===== src/rtl/sev_seg_pkg.sv =====
// Shared types and the hex-to-segment glyph table for the seven-segment display blocks.
// Segment vectors are {g,f,e,d,c,b,a}, active-low.
package sev_seg_pkg;

    typedef logic [6:0] seg_t;

    localparam seg_t SEG_OFF = 7'h7F;

    function automatic seg_t hex_to_seg(input logic [3:0] hex);
        seg_t seg;
        case (hex)
            4'h0: seg = 7'b1000000;
            4'h1: seg = 7'b1111001;
            4'h2: seg = 7'b0100100;
            4'h3: seg = 7'b0110000;
            4'h4: seg = 7'b0011001;
            4'h5: seg = 7'b0010010;
            4'h6: seg = 7'b0000010;
            4'h7: seg = 7'b1111000;
            4'h8: seg = 7'b0000000;
            4'h9: seg = 7'b0010000;
            4'hA: seg = 7'b0001000;
            4'hB: seg = 7'b0000011;
            4'hC: seg = 7'b1000110;
            4'hD: seg = 7'b0100001;
            4'hE: seg = 7'b0000110;
            4'hF: seg = 7'b0001110;
        endcase
        return seg;
    endfunction

endpackage


===== src/rtl/sev_seg_scanner_if.sv =====
// Display bundle: per-digit controls from the result registers and the active-low board pins.
// master = side that owns the digit data; slave = the scanner.
interface sev_seg_scanner_if
    import sev_seg_pkg::*;
#(
    parameter int N_DIGITS = 8,
    parameter int PWM_BITS = 4
);

    logic [N_DIGITS*4-1:0] digits;
    logic [N_DIGITS-1:0]   dp;
    logic [N_DIGITS-1:0]   blank;
    logic [N_DIGITS-1:0]   blink;
    logic [PWM_BITS-1:0]   brightness;

    seg_t                  Seg;
    logic                  DP;
    logic [N_DIGITS-1:0]   AN;
    logic                  frame_tick;

    modport master (
        output digits, dp, blank, blink, brightness,
        input  Seg, DP, AN, frame_tick
    );

    modport slave (
        input  digits, dp, blank, blink, brightness,
        output Seg, DP, AN, frame_tick
    );

endinterface


===== src/rtl/sev_seg_hex_decode.sv =====
// Combinational hex-to-glyph decoder; a thin wrapper so other tops can share the table.
module sev_seg_hex_decode
    import sev_seg_pkg::*;
(
    input  logic [3:0] hex_i,
    output seg_t       seg_o
);

    assign seg_o = hex_to_seg(hex_i);

endmodule


===== src/rtl/sev_seg_scanner.sv =====
// Multiplexed N-digit seven-segment scanner with per-digit blank/blink/dp, PWM dimming,
// a one-cycle anti-ghosting guard per slot and frame-coherent capture of the inputs.
module sev_seg_scanner
    import sev_seg_pkg::*;
#(
    parameter int N_DIGITS     = 8,
    parameter int REFRESH_DIV  = 100_000,
    parameter int PWM_BITS     = 4,
    parameter int BLINK_FRAMES = 256
) (
    input  logic              clk,
    input  logic              resetn,
    sev_seg_scanner_if.slave  disp
);

    localparam int PRE_W  = ($clog2(REFRESH_DIV)  < 1) ? 1 : $clog2(REFRESH_DIV);
    localparam int SLOT_W = ($clog2(N_DIGITS)     < 1) ? 1 : $clog2(N_DIGITS);
    localparam int FRM_W  = ($clog2(BLINK_FRAMES) < 1) ? 1 : $clog2(BLINK_FRAMES);

    localparam logic [PRE_W-1:0]    PRE_LAST  = PRE_W'(REFRESH_DIV - 1);
    localparam logic [SLOT_W-1:0]   SLOT_LAST = SLOT_W'(N_DIGITS - 1);
    localparam logic [FRM_W-1:0]    FRM_LAST  = FRM_W'(BLINK_FRAMES - 1);
    localparam logic [N_DIGITS-1:0] AN_ONE    = N_DIGITS'(1);

    logic [PRE_W-1:0]      pre_q, pre_d;
    logic [SLOT_W-1:0]     slot_q, slot_d;
    logic [PWM_BITS-1:0]   pwm_q, pwm_d;
    logic [FRM_W-1:0]      frm_q, frm_d;
    logic                  phase_q, phase_d;

    logic [N_DIGITS*4-1:0] digits_sh_q, digits_sh_d;
    logic [N_DIGITS-1:0]   dp_sh_q, dp_sh_d;
    logic [N_DIGITS-1:0]   blank_sh_q, blank_sh_d;
    logic [N_DIGITS-1:0]   blink_sh_q, blink_sh_d;
    logic [PWM_BITS-1:0]   bri_sh_q, bri_sh_d;

    logic [N_DIGITS-1:0]   an_q, an_d;
    seg_t                  seg_q, seg_d;
    logic                  dp_q, dp_d;
    logic                  tick_q, tick_d;

    logic                  pre_wrap;
    logic                  slot_wrap;
    logic                  capture;
    logic                  lit;
    logic [3:0]            cur_hex;
    seg_t                  cur_seg;

    assign cur_hex = digits_sh_q[slot_q*4 +: 4];

    sev_seg_hex_decode u_hex_decode (
        .hex_i (cur_hex),
        .seg_o (cur_seg)
    );

    always_comb begin
        // NOTE: every variable gets a default before any branch so no path leaves it unassigned and infers a latch.
        pre_wrap  = (pre_q == PRE_LAST);
        slot_wrap = pre_wrap && (slot_q == SLOT_LAST);
        capture   = (pre_q == '0) && (slot_q == '0);

        pre_d   = pre_wrap ? '0 : pre_q + 1'b1;
        slot_d  = slot_q;
        pwm_d   = pwm_q + 1'b1;
        frm_d   = frm_q;
        phase_d = phase_q;

        if (pre_wrap) begin
            slot_d = slot_wrap ? '0 : slot_q + 1'b1;
        end

        if (slot_wrap) begin
            if (frm_q == FRM_LAST) begin
                frm_d   = '0;
                phase_d = ~phase_q;
            end else begin
                frm_d = frm_q + 1'b1;
            end
        end

        digits_sh_d = digits_sh_q;
        dp_sh_d     = dp_sh_q;
        blank_sh_d  = blank_sh_q;
        blink_sh_d  = blink_sh_q;
        bri_sh_d    = bri_sh_q;
        if (capture) begin
            digits_sh_d = disp.digits;
            dp_sh_d     = disp.dp;
            blank_sh_d  = disp.blank;
            blink_sh_d  = disp.blink;
            bri_sh_d    = disp.brightness;
        end

        // Prescaler value 0 is the guard cycle: anodes stay off while the segment bus settles.
        lit = (pre_q != '0)
            && (pwm_q <= bri_sh_q)
            && !blank_sh_q[slot_q]
            && !(blink_sh_q[slot_q] && phase_q);

        an_d   = lit ? ~(AN_ONE << slot_q) : '1;
        seg_d  = cur_seg;
        dp_d   = ~dp_sh_q[slot_q];
        tick_d = slot_wrap;
    end

    // NOTE: shadow registers are reset along with the counters so a fresh scan never shows stale digits.
    always_ff @(posedge clk) begin
        if (!resetn) begin
            pre_q       <= '0;
            slot_q      <= '0;
            pwm_q       <= '0;
            frm_q       <= '0;
            phase_q     <= 1'b0;
            digits_sh_q <= '0;
            dp_sh_q     <= '0;
            blank_sh_q  <= '0;
            blink_sh_q  <= '0;
            bri_sh_q    <= '0;
            an_q        <= '1;
            seg_q       <= SEG_OFF;
            dp_q        <= 1'b1;
            tick_q      <= 1'b0;
        end else begin
            pre_q       <= pre_d;
            slot_q      <= slot_d;
            pwm_q       <= pwm_d;
            frm_q       <= frm_d;
            phase_q     <= phase_d;
            digits_sh_q <= digits_sh_d;
            dp_sh_q     <= dp_sh_d;
            blank_sh_q  <= blank_sh_d;
            blink_sh_q  <= blink_sh_d;
            bri_sh_q    <= bri_sh_d;
            an_q        <= an_d;
            seg_q       <= seg_d;
            dp_q        <= dp_d;
            tick_q      <= tick_d;
        end
    end

    assign disp.AN         = an_q;
    assign disp.Seg        = seg_q;
    assign disp.DP         = dp_q;
    assign disp.frame_tick = tick_q;

endmodule


===== src/flat_wrapper.sv =====
// flat-port wrapper written by rule: the top's interface ports become plain ports
module sev_seg_scanner_flat import sev_seg_pkg::*;
#(
    parameter int N_DIGITS     = 8,
    parameter int REFRESH_DIV  = 100_000,
    parameter int PWM_BITS     = 4,
    parameter int BLINK_FRAMES = 256
)
  (clk, resetn, disp_digits, disp_dp, disp_blank, disp_blink, disp_brightness, disp_Seg, disp_DP, disp_AN, disp_frame_tick);
  sev_seg_scanner_if #(.N_DIGITS(N_DIGITS), .PWM_BITS(PWM_BITS)) disp_i ();
  input  logic clk;
  input  logic resetn;
  input wire logic [$bits(disp_i.digits)-1:0] disp_digits;
  input wire logic [$bits(disp_i.dp)-1:0] disp_dp;
  input wire logic [$bits(disp_i.blank)-1:0] disp_blank;
  input wire logic [$bits(disp_i.blink)-1:0] disp_blink;
  input wire logic [$bits(disp_i.brightness)-1:0] disp_brightness;
  output wire logic [$bits(disp_i.Seg)-1:0] disp_Seg;
  output wire logic [$bits(disp_i.DP)-1:0] disp_DP;
  output wire logic [$bits(disp_i.AN)-1:0] disp_AN;
  output wire logic [$bits(disp_i.frame_tick)-1:0] disp_frame_tick;
  assign disp_i.digits = disp_digits;
  assign disp_i.dp = disp_dp;
  assign disp_i.blank = disp_blank;
  assign disp_i.blink = disp_blink;
  assign disp_i.brightness = disp_brightness;
  assign disp_Seg = disp_i.Seg;
  assign disp_DP = disp_i.DP;
  assign disp_AN = disp_i.AN;
  assign disp_frame_tick = disp_i.frame_tick;
  sev_seg_scanner #(.N_DIGITS(N_DIGITS), .REFRESH_DIV(REFRESH_DIV), .PWM_BITS(PWM_BITS), .BLINK_FRAMES(BLINK_FRAMES)) u_core (.clk(clk), .resetn(resetn), .disp(disp_i));
endmodule

===== config.mk =====
export PLATFORM = sky130hd
export DESIGN_NAME = sev_seg_scanner_flat
export DESIGN_NICKNAME = d
export VERILOG_FILES = /design/src/rtl/sev_seg_pkg.sv /design/src/rtl/sev_seg_scanner_if.sv /design/src/rtl/sev_seg_hex_decode.sv /design/src/rtl/sev_seg_scanner.sv /design/src/flat_wrapper.sv
export SDC_FILE = /design/constraint.sdc
export NUM_CORES = 1
export LEC_CHECK = 0
export ABC_AREA = 1
export CORE_UTILIZATION = 45
export DETAILED_ROUTE_END_ITERATION = 10
export GPL_TIMING_DRIVEN = 0
export PLACE_DENSITY = 0.68
export SETUP_SLACK_MARGIN = 0.5
export SLEW_MARGIN = 20
export SYNTH_ARGS = -nofsm -noshare
export SYNTH_HDL_FRONTEND = slang
export SYNTH_SLANG_ARGS = --single-unit
export TNS_END_PERCENT = 10

===== constraint.sdc =====
create_clock -name clk -period 3.1 [get_ports clk]
set_clock_uncertainty 0.2 [all_clocks]
set_input_delay 0.465 -clock clk [delete_from_list [all_inputs] [get_ports clk]]
set_output_delay 0.465 -clock clk [all_outputs]
set_load 0.05 [all_outputs]

==> metrics.md <==
| Metric | Value |
|---|---|
| Post-route DRC | 0 |
| Cell Chain, Critical Path | clkbuf_2 > inv_1 > buf_4 > nand3_1 > nand3_1 > o21ai_2 > inv_1 > ha_1 > nand3_1 > nand2_1 > nand2_1 > nand3_1 |
| Unrepaired setup endpoints after global routing | no |
| Place WS | 0.533 ns |
| Peak VDD IR | 499 µV |
| Internal power | 2.43 mW |
| Worst Setup Path Type | reg -> reg |
| IO buf count | 78 |
| Starting DRT DRC Count | 331 |
| Synthesized area | 5330 µm² |
| DP Wirelength | 9.72 mm |
| Largest stage delay on the critical path | 0.38 ns |
| Worst Path Max Fanout | 11 |
| Reg-to-Reg Start | u_core.slot_q[1]$_SDFFE_PN0P_ |
| DP Area | 6290 µm² |
| Fin crit share | 75.4% |
| Worst slew margin | 61.0% |
| Drt wl/cell | 12.9 µm |
| GRT Total Usage | 22.2% |
| Worst Hold Class | reg -> reg |
| # diodes | 0 |
| EDFF count, synth | 0 |
| Final hold violation count | 0 |
| Asr flop ratio synth | 0% |
| Cell types with the highest counts after synthesis | 194 x nor2_1, 133 x nand2_1, 110 x dfxtp_1, 75 x inv_1, 66 x o21ai_0 |
| Post-CTS Hold Buffers | 0 |
| Layout Nets | 950 |
| Hold Crit Depth | 1 |
| RR Endpoint | u_core.disp.Seg[3]$_SDFF_PN1_ |
| Crit start category | flip-flop |
| Vias | 5127 |
| Leak Pwr | 2.85 nW |
| Antenna violations before repair | 0 |
| Layout Utilization | 57.5% |
| Pwr dens | 509 nW/µm² |
| I/O pin cnt | 79 |
| Initial core utilization | 46.5% |
| H-tree depth | 3 |
| Worst reg-to-reg setup slack | 0.76 ns |
| Most frequent cell after synthesis | nor2_1 |
| CP required | 3.13 ns |
| Max Fclk | 428 MHz |
| Largest area contributor in the netlist | dfxtp_1 |
| Flop pwr share | 47.4% |
| Clk pwr share | 34.9% |
| Row count | 39 |
| Synth top area share | 41.3% |
| Cell mode on critical path | nand3_1 |
| Die Area | 12300 µm² |
| Clock transition at the registers of the reported paths | 0.07 ns |
| DP Cell Count | 1000 |
| Syn avg cell area | 6.84 µm² |
| Chip width | 111 µm |
| Status | finished clean |
| Ratio of cells with drive above 1 in the final layout | 6.53% |
| Min-delay src | u_core.pre_q[0]$_SDFF_PP0_ |
| Worst-skew pair later-pin latency | 0.36 ns |
| Tmin final | 2.34 ns |
| Switching part of the total | 27.6% |
| Slew Viols, Final | 0 |
| Clock buffer depth | 2 |
| Setup_tns | 0 ns |
| Synth top area cells | dfxtp_1 41%, nor2_1 14%, nand2_1 9.4% |
| Synth cell types | 31 |
| First-pass DRT Iterations | 7 |
| CTS Buf Count | 9 |
| Hold endpoint | u_core.pre_q[0]$_SDFF_PP0_ |
| MaxCap Viol Count | 0 |
| Die Span Y | 111 µm |
| Post-synth top flop | dfxtp_1 |
| Psw | 0.925 mW |
| Post-DRT Antenna Nets | 0 |
| Global-route wire length before repair | 22.2 mm |
| Maximum number of pins on one net before global-route repair | 18 |
| Register area share after synthesis | 41.3% |
| Vias/cell | 5.05 |
| Worst Reg2Reg Path Length in Cells | 12 |
| Design area | 6590 µm² |
| Fin worst setup slack | 0.764 ns |
| Comb pwr share | 17.7% |
| Post-synth net total | 861 |
| Area grow syn2layout | 23.7% |
| Cells after synthesis | 779 |
| WL final | 13.2 mm |
| CORE AREA | 11500 µm² |
| Clock root buffer | clkbuf_16 |
| Pwr Total | 3.35 mW |
| Clk sinks | 110 |
| Final Non-Filler Cells | 1016 |
| Worst Max-Slew Pin Slew | 0.586 ns |
| CTS tree | done |
| Hold slack | 0.280 ns |
| CP endpoint kind | flip-flop |
| RD Place Congestion | 0.850 |
| Vias in the first global route | 4852 |
| Yosys reg bits | 110 |
| Slowest stage cell on the critical path | dfxtp_1 |
| Yosys warnings | 0 |
| CP arrival | 2.37 ns |
| GRT Residual Overflow | 0 |
| Endpoints failing setup | 0 |
## how the worst max path moves through the flow
| stage | start | endpoint | slack (ns) |
|---|---|---|---|
| final | u_core.slot_q[1]$_SDFFE_PN0P_ | u_core.disp.Seg[3]$_SDFF_PN1_ | 0.76 |
| after global routing | u_core.slot_q[1]$_SDFFE_PN0P_ | u_core.disp.Seg[3]$_SDFF_PN1_ | 0.56 |
| after CTS | u_core.slot_q[0]$_SDFFE_PN0P_ | u_core.disp.Seg[3]$_SDFF_PN1_ | 0.59 |
| after detailed placement | resetn | u_core.disp.AN[5]$_SDFF_PN1_ | 0.53 |
| after global placement | resetn | u_core.disp.AN[5]$_SDFF_PN1_ | 0.57 |
| after floorplan | u_core.slot_q[1]$_SDFFE_PN0P_ | u_core.disp.Seg[3]$_SDFF_PN1_ | 1.09 |
## what timing repair did
action | CTS | global route
hold endpoints to repair | 0 | 0
setup endpoints to repair | 0 | 4
gates resized for setup | 0 | 3
buffers inserted | 0 | 0
## cell families after synthesis
kind of cell	after synthesis	synth area share, %
xor+xnor	2	0.329
flops	110	41.3
buf+inv	114	9.51
compound gates	102	9.84
fa+ha+maj	20	4.70
simple gates	431	34.3
## cell type report
class / instances / area, µm²
Clock inverter: 5 / 56.3
Multi-Input combinational cell: 555 / 2620
Tap cell: 143 / 179
Timing Repair Buffer: 78 / 781
Clock buffer: 11 / 243
Inverter: 81 / 304
Buffer: 33 / 204
Sequential cell: 110 / 2200
Fill cell: 1110 / 4880
## worst max-delay path: cells and delay by family, from the launching register on
family	cells	cell delay [ns]
AOI/OAI and AO/OA	1	0.18
adders and majority gates	1	0.23
buffers and inverters	4	0.68
DFF	1	0.38
and+or+nand+nor	6	0.52
## flip-flops by register name (all words and copies together) (netlist names), 4 cells and up
register	cells
u_core.digits_sh_q	32
u_core.pre_q	17
u_core.blank_sh_q	8
u_core.blink_sh_q	8
u_core.disp.AN	8
u_core.dp_sh_q	8
u_core.frm_q	8
u_core.disp.Seg	7
u_core.bri_sh_q	4
u_core.pwm_q	4
## power by group through the flow
stage,Combinational (mW),Clock [mW],Sequential [mW]
floorplan,0.338,0,1.66
global placement,0.582,0,1.62
detailed placement,0.592,0,1.62
CTS,0.596,1.19,1.59
global route,0.668,1.25,1.60
finish,0.593,1.17,1.59
## metal layers
| metal | up-vias | wire [µm] | global-route usage [%] |
|---|---|---|---|
| li1 | 2666 | - | - |
| met5 | - | 0 | 0 |
| met3 | 19 | 594 | 5.36 |
| met4 | 0 | 233 | 7.29 |
| met1 | 2327 | 6200 | 28.1 |
| met2 | 115 | 6120 | 37.1 |
## layout by cell type (no fill, tap or decap), types with 18 or more instances in the layout
master	netlist	final
nand2_1	133	133
ha_1	20	20
dfxtp_1	110	110
o21ai_0	66	66
nand4_1	22	22
nor2_1	194	194
nand3_1	59	59
inv_1	75	75
a21oi_1	18	18
clkdlybuf4s50_1	0	78
Note: power is estimated with default switching activity, not from simulation.
